## src/rtl/pov_frame_reader_if.sv

```systemverilog
// Valid/ready pixel stream from the frame reader to the LED column driver.
interface pov_frame_reader_if #(
  parameter int DAT_WIDTH = 24
);
  logic [DAT_WIDTH-1:0] out_data;
  logic                 out_valid;
  logic                 out_last;
  logic                 out_ready;

  modport master (output out_data, output out_valid, output out_last, input out_ready);
  modport slave  (input out_data, input out_valid, input out_last, output out_ready);
endinterface

```

## src/rtl/pov_frame_reader.sv

```systemverilog
// Streams len RAM words from base_addr out on valid/ready; first beat 3 cycles after start; a credit-gated skid
// FIFO (with empty-bypass) soaks up the RAM latency so backpressure never drops a word. POV_REVERSE_EN adds descending reads.
module pov_frame_reader #(
  parameter int DAT_WIDTH  = 24,
  parameter int ADDR_WIDTH = 14,
  parameter int FIFO_DEPTH = 4,
  parameter int RD_LATENCY = 2
) (
  input  logic                  clk,
  input  logic                  rst,
  input  logic                  start,
`ifdef POV_REVERSE_EN
  input  logic                  reverse,
`endif
  input  logic [ADDR_WIDTH-1:0] base_addr,
  input  logic [ADDR_WIDTH:0]   len,
  output logic [ADDR_WIDTH-1:0] rdaddress,
  input  logic [DAT_WIDTH-1:0]  ram_q,
  output logic                  busy,
  output logic                  done,
  pov_frame_reader_if.master    out_if
);
  localparam int PTR_W = $clog2(FIFO_DEPTH);
  localparam int CNT_W = $clog2(FIFO_DEPTH + RD_LATENCY + 1);

  typedef enum logic [1:0] {IDLE, FETCH, DRAIN, DONE} state_t;

  state_t                  state_q, state_d;
  logic [ADDR_WIDTH-1:0]   addr_q, addr_d, addr_step;
  logic [ADDR_WIDTH:0]     rem_q, rem_d;
`ifdef POV_REVERSE_EN
  logic                    rev_q, rev_d;
`endif
  logic [RD_LATENCY-1:0]   tag_vld_q, tag_vld_d;
  logic [RD_LATENCY-1:0]   tag_last_q, tag_last_d;
  logic [DAT_WIDTH:0]      mem_q [FIFO_DEPTH];
  logic [DAT_WIDTH:0]      mem_d [FIFO_DEPTH];
  logic [PTR_W-1:0]        wr_ptr_q, wr_ptr_d, rd_ptr_q, rd_ptr_d;
  logic [PTR_W:0]          fcnt_q, fcnt_d;

  logic [CNT_W-1:0]        inflight;
  logic                    credit_ok, issue, fifo_empty, tag_out;
  logic                    out_vld, beat, push, pop;
  logic [DAT_WIDTH:0]      head;

  // Credits count both stored words and reads still in the RAM pipe, so a push can never find the FIFO full.
  always_comb begin
    inflight = '0;
    for (int i = 0; i < RD_LATENCY; i++) begin
      inflight = inflight + CNT_W'(tag_vld_q[i]);
    end
  end

  assign credit_ok  = (CNT_W'(fcnt_q) + inflight) < CNT_W'(FIFO_DEPTH);
  assign issue      = (state_q == FETCH) && credit_ok;
  assign tag_out    = tag_vld_q[RD_LATENCY-1];
  assign fifo_empty = (fcnt_q == '0);

  // An empty FIFO passes the returning RAM word straight to the head; if it stalls it is stored unchanged.
  assign head    = fifo_empty ? {tag_last_q[RD_LATENCY-1], ram_q} : mem_q[rd_ptr_q];
  assign out_vld = !fifo_empty || tag_out;
  assign beat    = out_vld && out_if.out_ready;
  assign pop     = !fifo_empty && out_if.out_ready;
  assign push    = tag_out && !(fifo_empty && out_if.out_ready);

  assign out_if.out_valid = out_vld;
  assign out_if.out_data  = out_vld ? head[DAT_WIDTH-1:0] : '0;
  assign out_if.out_last  = out_vld && head[DAT_WIDTH];
  assign rdaddress        = addr_q;
  assign busy             = (state_q == FETCH) || (state_q == DRAIN);
  assign done             = (state_q == DONE);

  always_comb begin
    tag_vld_d     = '0;
    tag_last_d    = '0;
    tag_vld_d[0]  = issue;
    tag_last_d[0] = issue && (rem_q == (ADDR_WIDTH+1)'(1));
    for (int i = 1; i < RD_LATENCY; i++) begin
      tag_vld_d[i]  = tag_vld_q[i-1];
      tag_last_d[i] = tag_last_q[i-1];
    end
  end

  always_comb begin
    mem_d    = mem_q;
    wr_ptr_d = wr_ptr_q;
    rd_ptr_d = rd_ptr_q;
    fcnt_d   = fcnt_q;
    if (push) begin
      mem_d[wr_ptr_q] = {tag_last_q[RD_LATENCY-1], ram_q};
      wr_ptr_d        = wr_ptr_q + PTR_W'(1);
    end
    if (pop) begin
      rd_ptr_d = rd_ptr_q + PTR_W'(1);
    end
    case ({push, pop})
      2'b10:   fcnt_d = fcnt_q + (PTR_W+1)'(1);
      2'b01:   fcnt_d = fcnt_q - (PTR_W+1)'(1);
      default: fcnt_d = fcnt_q;
    endcase
  end

  always_comb begin
`ifdef POV_REVERSE_EN
    addr_step = rev_q ? (addr_q - ADDR_WIDTH'(1)) : (addr_q + ADDR_WIDTH'(1));
`else
    addr_step = addr_q + ADDR_WIDTH'(1);
`endif
  end

  always_comb begin
    state_d = state_q;
    addr_d  = addr_q;
    rem_d   = rem_q;
`ifdef POV_REVERSE_EN
    rev_d   = rev_q;
`endif
    case (state_q)
      IDLE: begin
        if (start) begin
          rem_d = len;
`ifdef POV_REVERSE_EN
          rev_d  = reverse;
          addr_d = reverse ? (base_addr + len[ADDR_WIDTH-1:0] - ADDR_WIDTH'(1)) : base_addr;
`else
          addr_d = base_addr;
`endif
          state_d = (len == '0) ? DONE : FETCH;
        end
      end
      FETCH: begin
        if (issue) begin
          addr_d = addr_step;
          rem_d  = rem_q - (ADDR_WIDTH+1)'(1);
          if (rem_q == (ADDR_WIDTH+1)'(1)) begin
            state_d = DRAIN;
          end
        end
      end
      // The last-tagged word is the final one issued, so its acceptance implies pipe and FIFO are empty.
      DRAIN: begin
        if (beat && head[DAT_WIDTH]) begin
          state_d = DONE;
        end
      end
      DONE: begin
        state_d = IDLE;
      end
      default: state_d = IDLE;
    endcase
  end

  always_ff @(posedge clk) begin
    if (rst) begin
      state_q    <= IDLE;
      addr_q     <= '0;
      rem_q      <= '0;
`ifdef POV_REVERSE_EN
      rev_q      <= 1'b0;
`endif
      tag_vld_q  <= '0;
      tag_last_q <= '0;
      mem_q      <= '{default: '0};
      wr_ptr_q   <= '0;
      rd_ptr_q   <= '0;
      fcnt_q     <= '0;
    end else begin
      state_q    <= state_d;
      addr_q     <= addr_d;
      rem_q      <= rem_d;
`ifdef POV_REVERSE_EN
      rev_q      <= rev_d;
`endif
      tag_vld_q  <= tag_vld_d;
      tag_last_q <= tag_last_d;
      mem_q      <= mem_d;
      wr_ptr_q   <= wr_ptr_d;
      rd_ptr_q   <= rd_ptr_d;
      fcnt_q     <= fcnt_d;
    end
  end
endmodule

```

## src/flat_wrapper.sv

```systemverilog
// flat-port wrapper written by rule: the top's interface ports become plain ports
module pov_frame_reader_flat 
#(
  parameter int DAT_WIDTH  = 24,
  parameter int ADDR_WIDTH = 14,
  parameter int FIFO_DEPTH = 4,
  parameter int RD_LATENCY = 2
)
  (clk, rst, start, base_addr, len, rdaddress, ram_q, busy, done, out_if_out_data, out_if_out_valid, out_if_out_last, out_if_out_ready);
  pov_frame_reader_if #(.DAT_WIDTH(DAT_WIDTH)) out_if_i ();
  input  logic clk;
  input  logic rst;
  input  logic start;
  input  logic [ADDR_WIDTH-1:0] base_addr;
  input  logic [ADDR_WIDTH:0] len;
  output logic [ADDR_WIDTH-1:0] rdaddress;
  input  logic [DAT_WIDTH-1:0] ram_q;
  output logic busy;
  output logic done;
  output wire logic [$bits(out_if_i.out_data)-1:0] out_if_out_data;
  output wire logic [$bits(out_if_i.out_valid)-1:0] out_if_out_valid;
  output wire logic [$bits(out_if_i.out_last)-1:0] out_if_out_last;
  input wire logic [$bits(out_if_i.out_ready)-1:0] out_if_out_ready;
  assign out_if_out_data = out_if_i.out_data;
  assign out_if_out_valid = out_if_i.out_valid;
  assign out_if_out_last = out_if_i.out_last;
  assign out_if_i.out_ready = out_if_out_ready;
  pov_frame_reader #(.DAT_WIDTH(DAT_WIDTH), .ADDR_WIDTH(ADDR_WIDTH), .FIFO_DEPTH(FIFO_DEPTH), .RD_LATENCY(RD_LATENCY)) u_core (.clk(clk), .rst(rst), .start(start), .base_addr(base_addr), .len(len), .rdaddress(rdaddress), .ram_q(ram_q), .busy(busy), .done(done), .out_if(out_if_i));
endmodule
```

## config.mk

```make
export PLATFORM = sky130hd
export DESIGN_NAME = pov_frame_reader_flat
export DESIGN_NICKNAME = d
export VERILOG_FILES = /design/src/rtl/pov_frame_reader_if.sv /design/src/rtl/pov_frame_reader.sv /design/src/flat_wrapper.sv
export SDC_FILE = /design/constraint.sdc
export NUM_CORES = 1
export LEC_CHECK = 0
export ABC_AREA = 1
export BUFFER_PORTS_ARGS = -buffer_cell sky130_fd_sc_hd__buf_2
export CAP_MARGIN = 20
export CORE_MARGIN = 2
export CORE_UTILIZATION = 58
export DETAILED_ROUTE_END_ITERATION = 8
export PLACE_DENSITY = 0.85
export SLEW_MARGIN = 20
export SYNTH_ARGS = -nofsm -noshare
export SYNTH_HDL_FRONTEND = slang
export SYNTH_SLANG_ARGS = --single-unit
```

## constraint.sdc

```tcl
create_clock -name clk -period 2.26 [get_ports clk]
set_input_delay 0.452 -clock clk [delete_from_list [all_inputs] [get_ports clk]]
set_output_delay 0.452 -clock clk [all_outputs]
set_load 0.03 [all_outputs]
```

==> results of run 1 <==
registers in the layout, indices dropped and copies added (netlist names):
register / count
u_core.fcnt_q: 3
u_core.tag_last_q: 2
u_core.mem_q: 100
u_core.tag_vld_q: 2
u_core.rd_ptr_q: 2
u_core.state_q: 2
u_core.rdaddress: 14
u_core.rem_q: 15
u_core.wr_ptr_q: 2
layout make-up:
type                       instances  area, sq um
multi-input combinational        752         3730
sequential                       142         2850
clock inverter                    10          233
timing repair buffer             126          781
clock buffer                      21          470
fill                            1048         3830
inverter                         107          409
tap                              172          215
worst max-delay path by stage:
stage | startpoint | end | slack [ps] | cells after the start
after global routing | u_core.rd_ptr_q[1] | out_if_out_data[18] | -30 | 6
after floorplan | u_core.rd_ptr_q[0] | out_if_out_data[17] | 270 | 7
final | u_core.rd_ptr_q[1] | out_if_out_data[20] | 40 | 6
after CTS | u_core.fcnt_q[0] | out_if_out_last | 20 | 6
after detailed placement | out_if_out_ready | u_core.fcnt_q[2] | 270 | 10
after global placement | out_if_out_ready | u_core.fcnt_q[2] | 310 | 10
power groups by stage:
stage          registers (W)  logic (W)  clock network (W)
3_5_place_dp         0.00316    0.00573                  0
3_3_place_gp         0.00315    0.00563                  0
4_1_cts              0.00311    0.00584            0.00332
5_1_grt              0.00317    0.00665            0.00343
6_report             0.00313    0.00601            0.00330
2_1_floorplan        0.00326    0.00420                  0
metrics by stage:
step | std cells | area, sq um | utilization [%]
final | 1330 | 8680 | 69.4
after global routing | 1330 | 8680 | 69.4
after detailed placement | 1298 | 7910 | 63.2
after floorplan | 1077 | 7360 | -
after CTS | 1330 | 8640 | 69.0
after global placement | 1298 | 7910 | 63.2
cells in the mapped netlist, types with 2 or more instances:
cell,number
and3_1,2
nand2_2,4
buf_2,27
dfxtp_1,142
clkbuf_1,32
buf_6,6
o21ai_0,127
nand2_1,176
a31oi_1,24
a21oi_1,206
nand3_1,84
o21ai_1,12
nand3_2,4
nand2_4,3
inv_1,103
ha_1,14
nor2_2,3
o21bai_1,3
nor2_1,69
or2_2,6
nand4_1,5
buf_4,8
buf_1,3
metal layers:
layer / share of wire, % / track usage (%) / routed length [um]
met5: 0 / 0 / 0
met2: 48 / 49.1 / 9350
met3: 9.1 / 7.37 / 1780
met4: 1.6 / 10.0 / 322
met1: 41 / 37.4 / 8080
repair_timing:
item | in CTS | in global routing
setup endpoints to repair | 3 | 19
hold buffers | 0 | 0
resized for setup | 8 | 27
setup buffers | 1 | 0
pin swaps | 2 | 5
gates cloned | 0 | 0
worst max-delay path, stage by stage (launching register included):
cell      delay, ps
dfxtp_4         380
clkinv_1        100
buf_6           180
a21oi_2         130
o21ai_1         110
a31oi_1         240
buf_4           220
cells by family (layout without fill, tap and decap cells):
family / after synthesis / count (layout) / share of synthesized area, %
compound gates: 376 / 376 / 26.2
simple gates: 361 / 361 / 21.6
flops: 142 / 142 / 38.6
fa+ha+maj: 15 / 15 / 2.65
buf+inv: 183 / 264 / 10.9
==> results.sh, run 1 <==
export IMPL_status="completed"
export IMPL_first_global_vias=6869
export IMPL_finalCriticalPeriod_ps=2220
export IMPL_htreeDepth=4
export IMPL_synth_cells=1077
export IMPL_start_util_pct=58.8
export IMPL_final_cell_mix="a21oi_1 (204), nand2_1 (175), dfxtp_1 (140), o21ai_0 (125), inv_1 (101)"
export IMPL_synth_flop_cell="dfxtp_1"
export IMPL_route_detailed_drc=0
export IMPL_cts_buffers=17
export IMPL_synth_area_leader_cell="dfxtp_1"
export IMPL_cap_violations=0
export IMPL_rr_worst_depth=11
export IMPL_hold_path_class="input pin to register"
export IMPL_r2r_start="u_core.fcnt_q[0]"
export IMPL_setup_viol=0
export IMPL_min_delay_start="ram_q[8]"
export IMPL_slew_viol_final=0
export IMPL_slew_headroom_pct=46.9
export IMPL_synth_cell_types=37
export IMPL_dp_hpwl_um=12400
export IMPL_placementRows=41
export IMPL_die_y_um=117
export IMPL_rsz0062_at_grt="true"
export IMPL_cp_arrival_ps=1770
export IMPL_timing_rr_end="u_core.fcnt_q[2]"
export IMPL_critPathKind="register to primary output"
export IMPL_cts_tree="done"
export IMPL_whs_ps=342
export IMPL_core_sq_um=12500
export IMPL_cts_root_buffer_cell="clkbuf_16"
export IMPL_tns_ps=0
export IMPL_seqPwrFrac_pct=25.2
export IMPL_crit_fanout=15
export IMPL_finalHoldViolCount=0
export IMPL_cts_buffer_depth=2
export IMPL_p_leak_nw=3.47
export IMPL_hold_end="u_core.mem_q[83]"
export IMPL_p_int_w=0.00704
export IMPL_vias=7593
export IMPL_hold_depth=3
export IMPL_reg2reg_slack_ps=260
export IMPL_pwr_share_comb_pct=48.3
export IMPL_yosysTopAreaCellShare_pct=38.6
export IMPL_worst_pin_slew_ps=797
export IMPL_wl_um=19500
export IMPL_cts_sinks=142
export IMPL_cp_start_kind="register"
export IMPL_gp_congestion=0.851
export IMPL_grt_overflow=0
export IMPL_dieWidth_um=117
export IMPL_grt_max_degree=68
export IMPL_power_w=0.0124
export IMPL_final_common_cell="a21oi_1"
export IMPL_grt_pass1_wl_um=32200
export IMPL_finalWorstSetupSlack_ps=37.2
export IMPL_clkSlewWorstSetupHoldPaths_ps=60
export IMPL_syn_area_per_cell_sq_um=6.83
export IMPL_synth_enable_flop_cells=0
export IMPL_place_ws_ps=265
export IMPL_seq_area_frac_synth_pct=38.6
export IMPL_via_per_inst=5.71
export IMPL_p_per_area_nw_per_um2=1430
export IMPL_syn_num_nets=1149
export IMPL_power_switching_w=0.00541
export IMPL_synth_seq_cells=142
export IMPL_yosys_top_cells_area="dfxtp_1 (39%), a21oi_1 (14%), nand2_1 (9.0%)"
export IMPL_wl_per_cell_um=14.7
export IMPL_clk_insertion_delay_late_ps=420
export IMPL_antenna_found_initial=0
export IMPL_dr_pass1_iters=8
export IMPL_final_nets=1218
export IMPL_grt_total_usage_pct=29.4
export IMPL_first_iter_violations=841
export IMPL_end_kind="primary output"
export IMPL_dieArea_sq_um=13600
export IMPL_fin_crit_sh_pct=98.4
export IMPL_fmax_mhz=450
export IMPL_num_antenna_cells=0
export IMPL_syn_to_final_growth_pct=18.0
export IMPL_ant_nets=0
export IMPL_irDropWorstVdd_mv=0.917
export IMPL_io_pins=99
export IMPL_port_buffers=98
export IMPL_netSwitchingFraction_pct=43.5
export IMPL_cp_required_ps=1810
export IMPL_syn_area_sq_um=7360
export IMPL_clock_skew_ps=8.46
export IMPL_yosysWarnings=0
export IMPL_power_share_clock_pct=26.5
export IMPL_layout_drive_gt1_share_pct=16.3
export IMPL_async_flop_share_pct=0
(Power assumes the default switching activity.)
==> inputs of run 2 (changes only) <==
==> constraint.sdc (replaced) <==
create_clock -name clk -period 2.3 [get_ports clk]
set_input_delay 0.46 -clock clk [delete_from_list [all_inputs] [get_ports clk]]
set_output_delay 0.46 -clock clk [all_outputs]
set_load 0.03 [all_outputs]
==> run 2 against run 1 <==
Against the previous run: flip-flop and latch count unchanged; first-iteration DRC count rose by 23%; setup slack worse by 14 ps; clock power shrank 14%; cell count stayed put; critical path type unchanged; highest routed layer unchanged.
==> results.sh, run 2 (synthesis results as in run 1) <==
export IMPL_dieArea_sq_um=13600
export IMPL_grt_total_usage_pct=29.5
export IMPL_via_per_inst=5.75
export IMPL_dieWidth_um=117
export IMPL_p_leak_nw=3.43
export IMPL_cts_tree="done"
export IMPL_irDropWorstVdd_mv=1.01
export IMPL_power_share_clock_pct=23.8
export IMPL_hold_end="u_core.mem_q[82]"
export IMPL_power_w=0.0120
export IMPL_route_detailed_drc=0
export IMPL_cp_start_kind="register"
export IMPL_slew_viol_final=0
export IMPL_cap_violations=0
export IMPL_placed_cells=1294
export IMPL_p_int_w=0.00658
export IMPL_antenna_found_initial=0
export IMPL_cp_required_ps=1840
export IMPL_p_per_area_nw_per_um2=1390
export IMPL_fillers=1057
export IMPL_die_y_um=117
export IMPL_clkSlewWorstSetupHoldPaths_ps=60
export IMPL_grt_max_degree=68
export IMPL_fin_crit_sh_pct=99.0
export IMPL_core_sq_um=12500
export IMPL_top_register="u_core.mem_q"
export IMPL_pwr_share_comb_pct=50.5
export IMPL_ant_nets=0
export IMPL_finalHoldViolCount=0
export IMPL_htreeDepth=4
export IMPL_fmax_mhz=439
export IMPL_setup_viol=0
export IMPL_syn_to_final_growth_pct=16.9
export IMPL_status="completed"
export IMPL_cts_sinks=142
export IMPL_vias=7651
export IMPL_cts_buffers=17
export IMPL_first_global_vias=7010
export IMPL_holdBufCountCts=0
export IMPL_worst_pin_slew_ps=802
export IMPL_cp_buffers_inverters=3
export IMPL_largest_register_ffs=100
export IMPL_final_cell_area_sq_um=8600
export IMPL_cp_top_family="buffers and inverters"
export IMPL_num_antenna_cells=0
export IMPL_hold_path_class="input pin to register"
export IMPL_critical_path_slowest_cell="dfxtp_2"
export IMPL_clk_insertion_delay_late_ps=430
export IMPL_layout_drive_gt1_share_pct=16.2
export IMPL_final_cells=1330
export IMPL_tns_ps=0
export IMPL_first_iter_violations=1036
export IMPL_io_pins=99
export IMPL_final_cell_mix="a21oi_1 (206), nand2_1 (175), dfxtp_1 (139), o21ai_0 (127), inv_1 (101)"
export IMPL_startpoint="u_core.rd_ptr_q[1]"
export IMPL_reg2reg_slack_ps=110
export IMPL_critPathKind="register to primary output"
export IMPL_cp_arrival_ps=1820
export IMPL_power_switching_w=0.00541
export IMPL_netSwitchingFraction_pct=45.1
export IMPL_cts_buffer_depth=2
export IMPL_clock_skew_ps=5.58
export IMPL_start_util_pct=58.8
export IMPL_cts_root_buffer_cell="clkbuf_16"
export IMPL_grt_pass1_wl_um=32100
export IMPL_finalCriticalPeriod_ps=2280
export IMPL_critical_path_max_stage_delay_ps=370
export IMPL_port_buffers=98
export IMPL_seqPwrFrac_pct=25.8
export IMPL_dr_pass1_iters=6
export IMPL_timing_rr_end="u_core.fcnt_q[2]"
export IMPL_dp_hpwl_um=12000
export IMPL_final_nets=1217
export IMPL_placementRows=41
export IMPL_placed_area_sq_um=7880
export IMPL_worstPathCellList="clkinv_1 > buf_6 > a21oi_1 > o21ai_0 > a31oi_1 > buf_4"
export IMPL_rr_worst_depth=12
export IMPL_wl_per_cell_um=14.8
export IMPL_grt_overflow=0
export IMPL_hold_depth=3
export IMPL_end_kind="primary output"
export IMPL_final_common_cell="a21oi_1"
export IMPL_gp_congestion=0.867
export IMPL_crit_fanout=27
export IMPL_min_delay_start="ram_q[7]"
export IMPL_wl_um=19700
export IMPL_r2r_start="u_core.fcnt_q[0]"
export IMPL_slew_headroom_pct=46.5
[run 2: cell count changes in the layout (fill, tap and decap cells not counted), moves of 2 or more]
cell,before,now
a21oi_1,204,206
a21oi_2,3,1
buf_2,87,91
buf_4,32,26
buf_6,4,2
bufinv_16,7,3
clkinv_2,1,4
o21ai_0,125,127
o21ai_1,14,12
[run 2: final cells by class]
cell class / instances / area [sq um] / share of cell area (%)
Timing Repair Buffer: 125 / 786 / 9.13
Multi-Input combinational cell: 752 / 3720 / 43.3
Inverter: 107 / 409 / 4.76
Sequential cell: 142 / 2850 / 33.1
Clock buffer: 22 / 484 / 5.63
Tap cell: 172 / 215 / 2.50
Clock inverter: 10 / 135 / 1.57
[run 2: tightest hold or removal path: stages]
cell     delay [ps]
buf_2           130
nand3_1          80
a21oi_1          60
[run 2: worst max path at each step]
stage	slack, ps	depth (start not counted)	end
2_1_floorplan	310	7	out_if_out_data[17]
3_3_place_gp	340	11	u_core.rem_q[6]
3_5_place_dp	260	11	u_core.fcnt_q[2]
4_1_cts	7	6	out_if_out_last
5_1_grt	-3	6	out_if_out_last
6_report	20	6	out_if_out_data[13]
[run 2: power groups by stage]
stage / Combinational [W] / Sequential (W) / Clock, W
6_report: 0.00605 / 0.00309 / 0.00285
5_1_grt: 0.00665 / 0.00313 / 0.00297
3_3_place_gp: 0.00550 / 0.00310 / 0
3_5_place_dp: 0.00559 / 0.00310 / 0
4_1_cts: 0.00569 / 0.00306 / 0.00286
2_1_floorplan: 0.00413 / 0.00320 / 0
[run 2: per-layer routing]
metal	wire length [um]	global-route usage [%]	vias up
li1	-	-	3732
met1	8220	36.0	3558
met2	9500	51.0	331
met3	1690	7.06	30
met4	303	10.4	0
met5	0	0	-
[run 2: through the flow]
| stage | utilization (%) | setup WS (ps) | hold WS, ps |
|---|---|---|---|
| floorplan | - | 306 | 388 |
| global placement | 62.9 | 337 | 389 |
| detailed placement | 62.9 | 260 | 402 |
| CTS | 68.0 | 7.11 | 329 |
| global route | 68.7 | -3.50 | 349 |
| finish | 68.7 | 23.6 | 343 |
[run 2: what timing repair did]
| item | in CTS | in global routing |
|---|---|---|
| setup buffers | 1 | 2 |
| gates cloned | 0 | 1 |
| gates resized for setup | 5 | 17 |
| setup endpoints to repair | 8 | 10 |
| pin swaps | 2 | 2 |
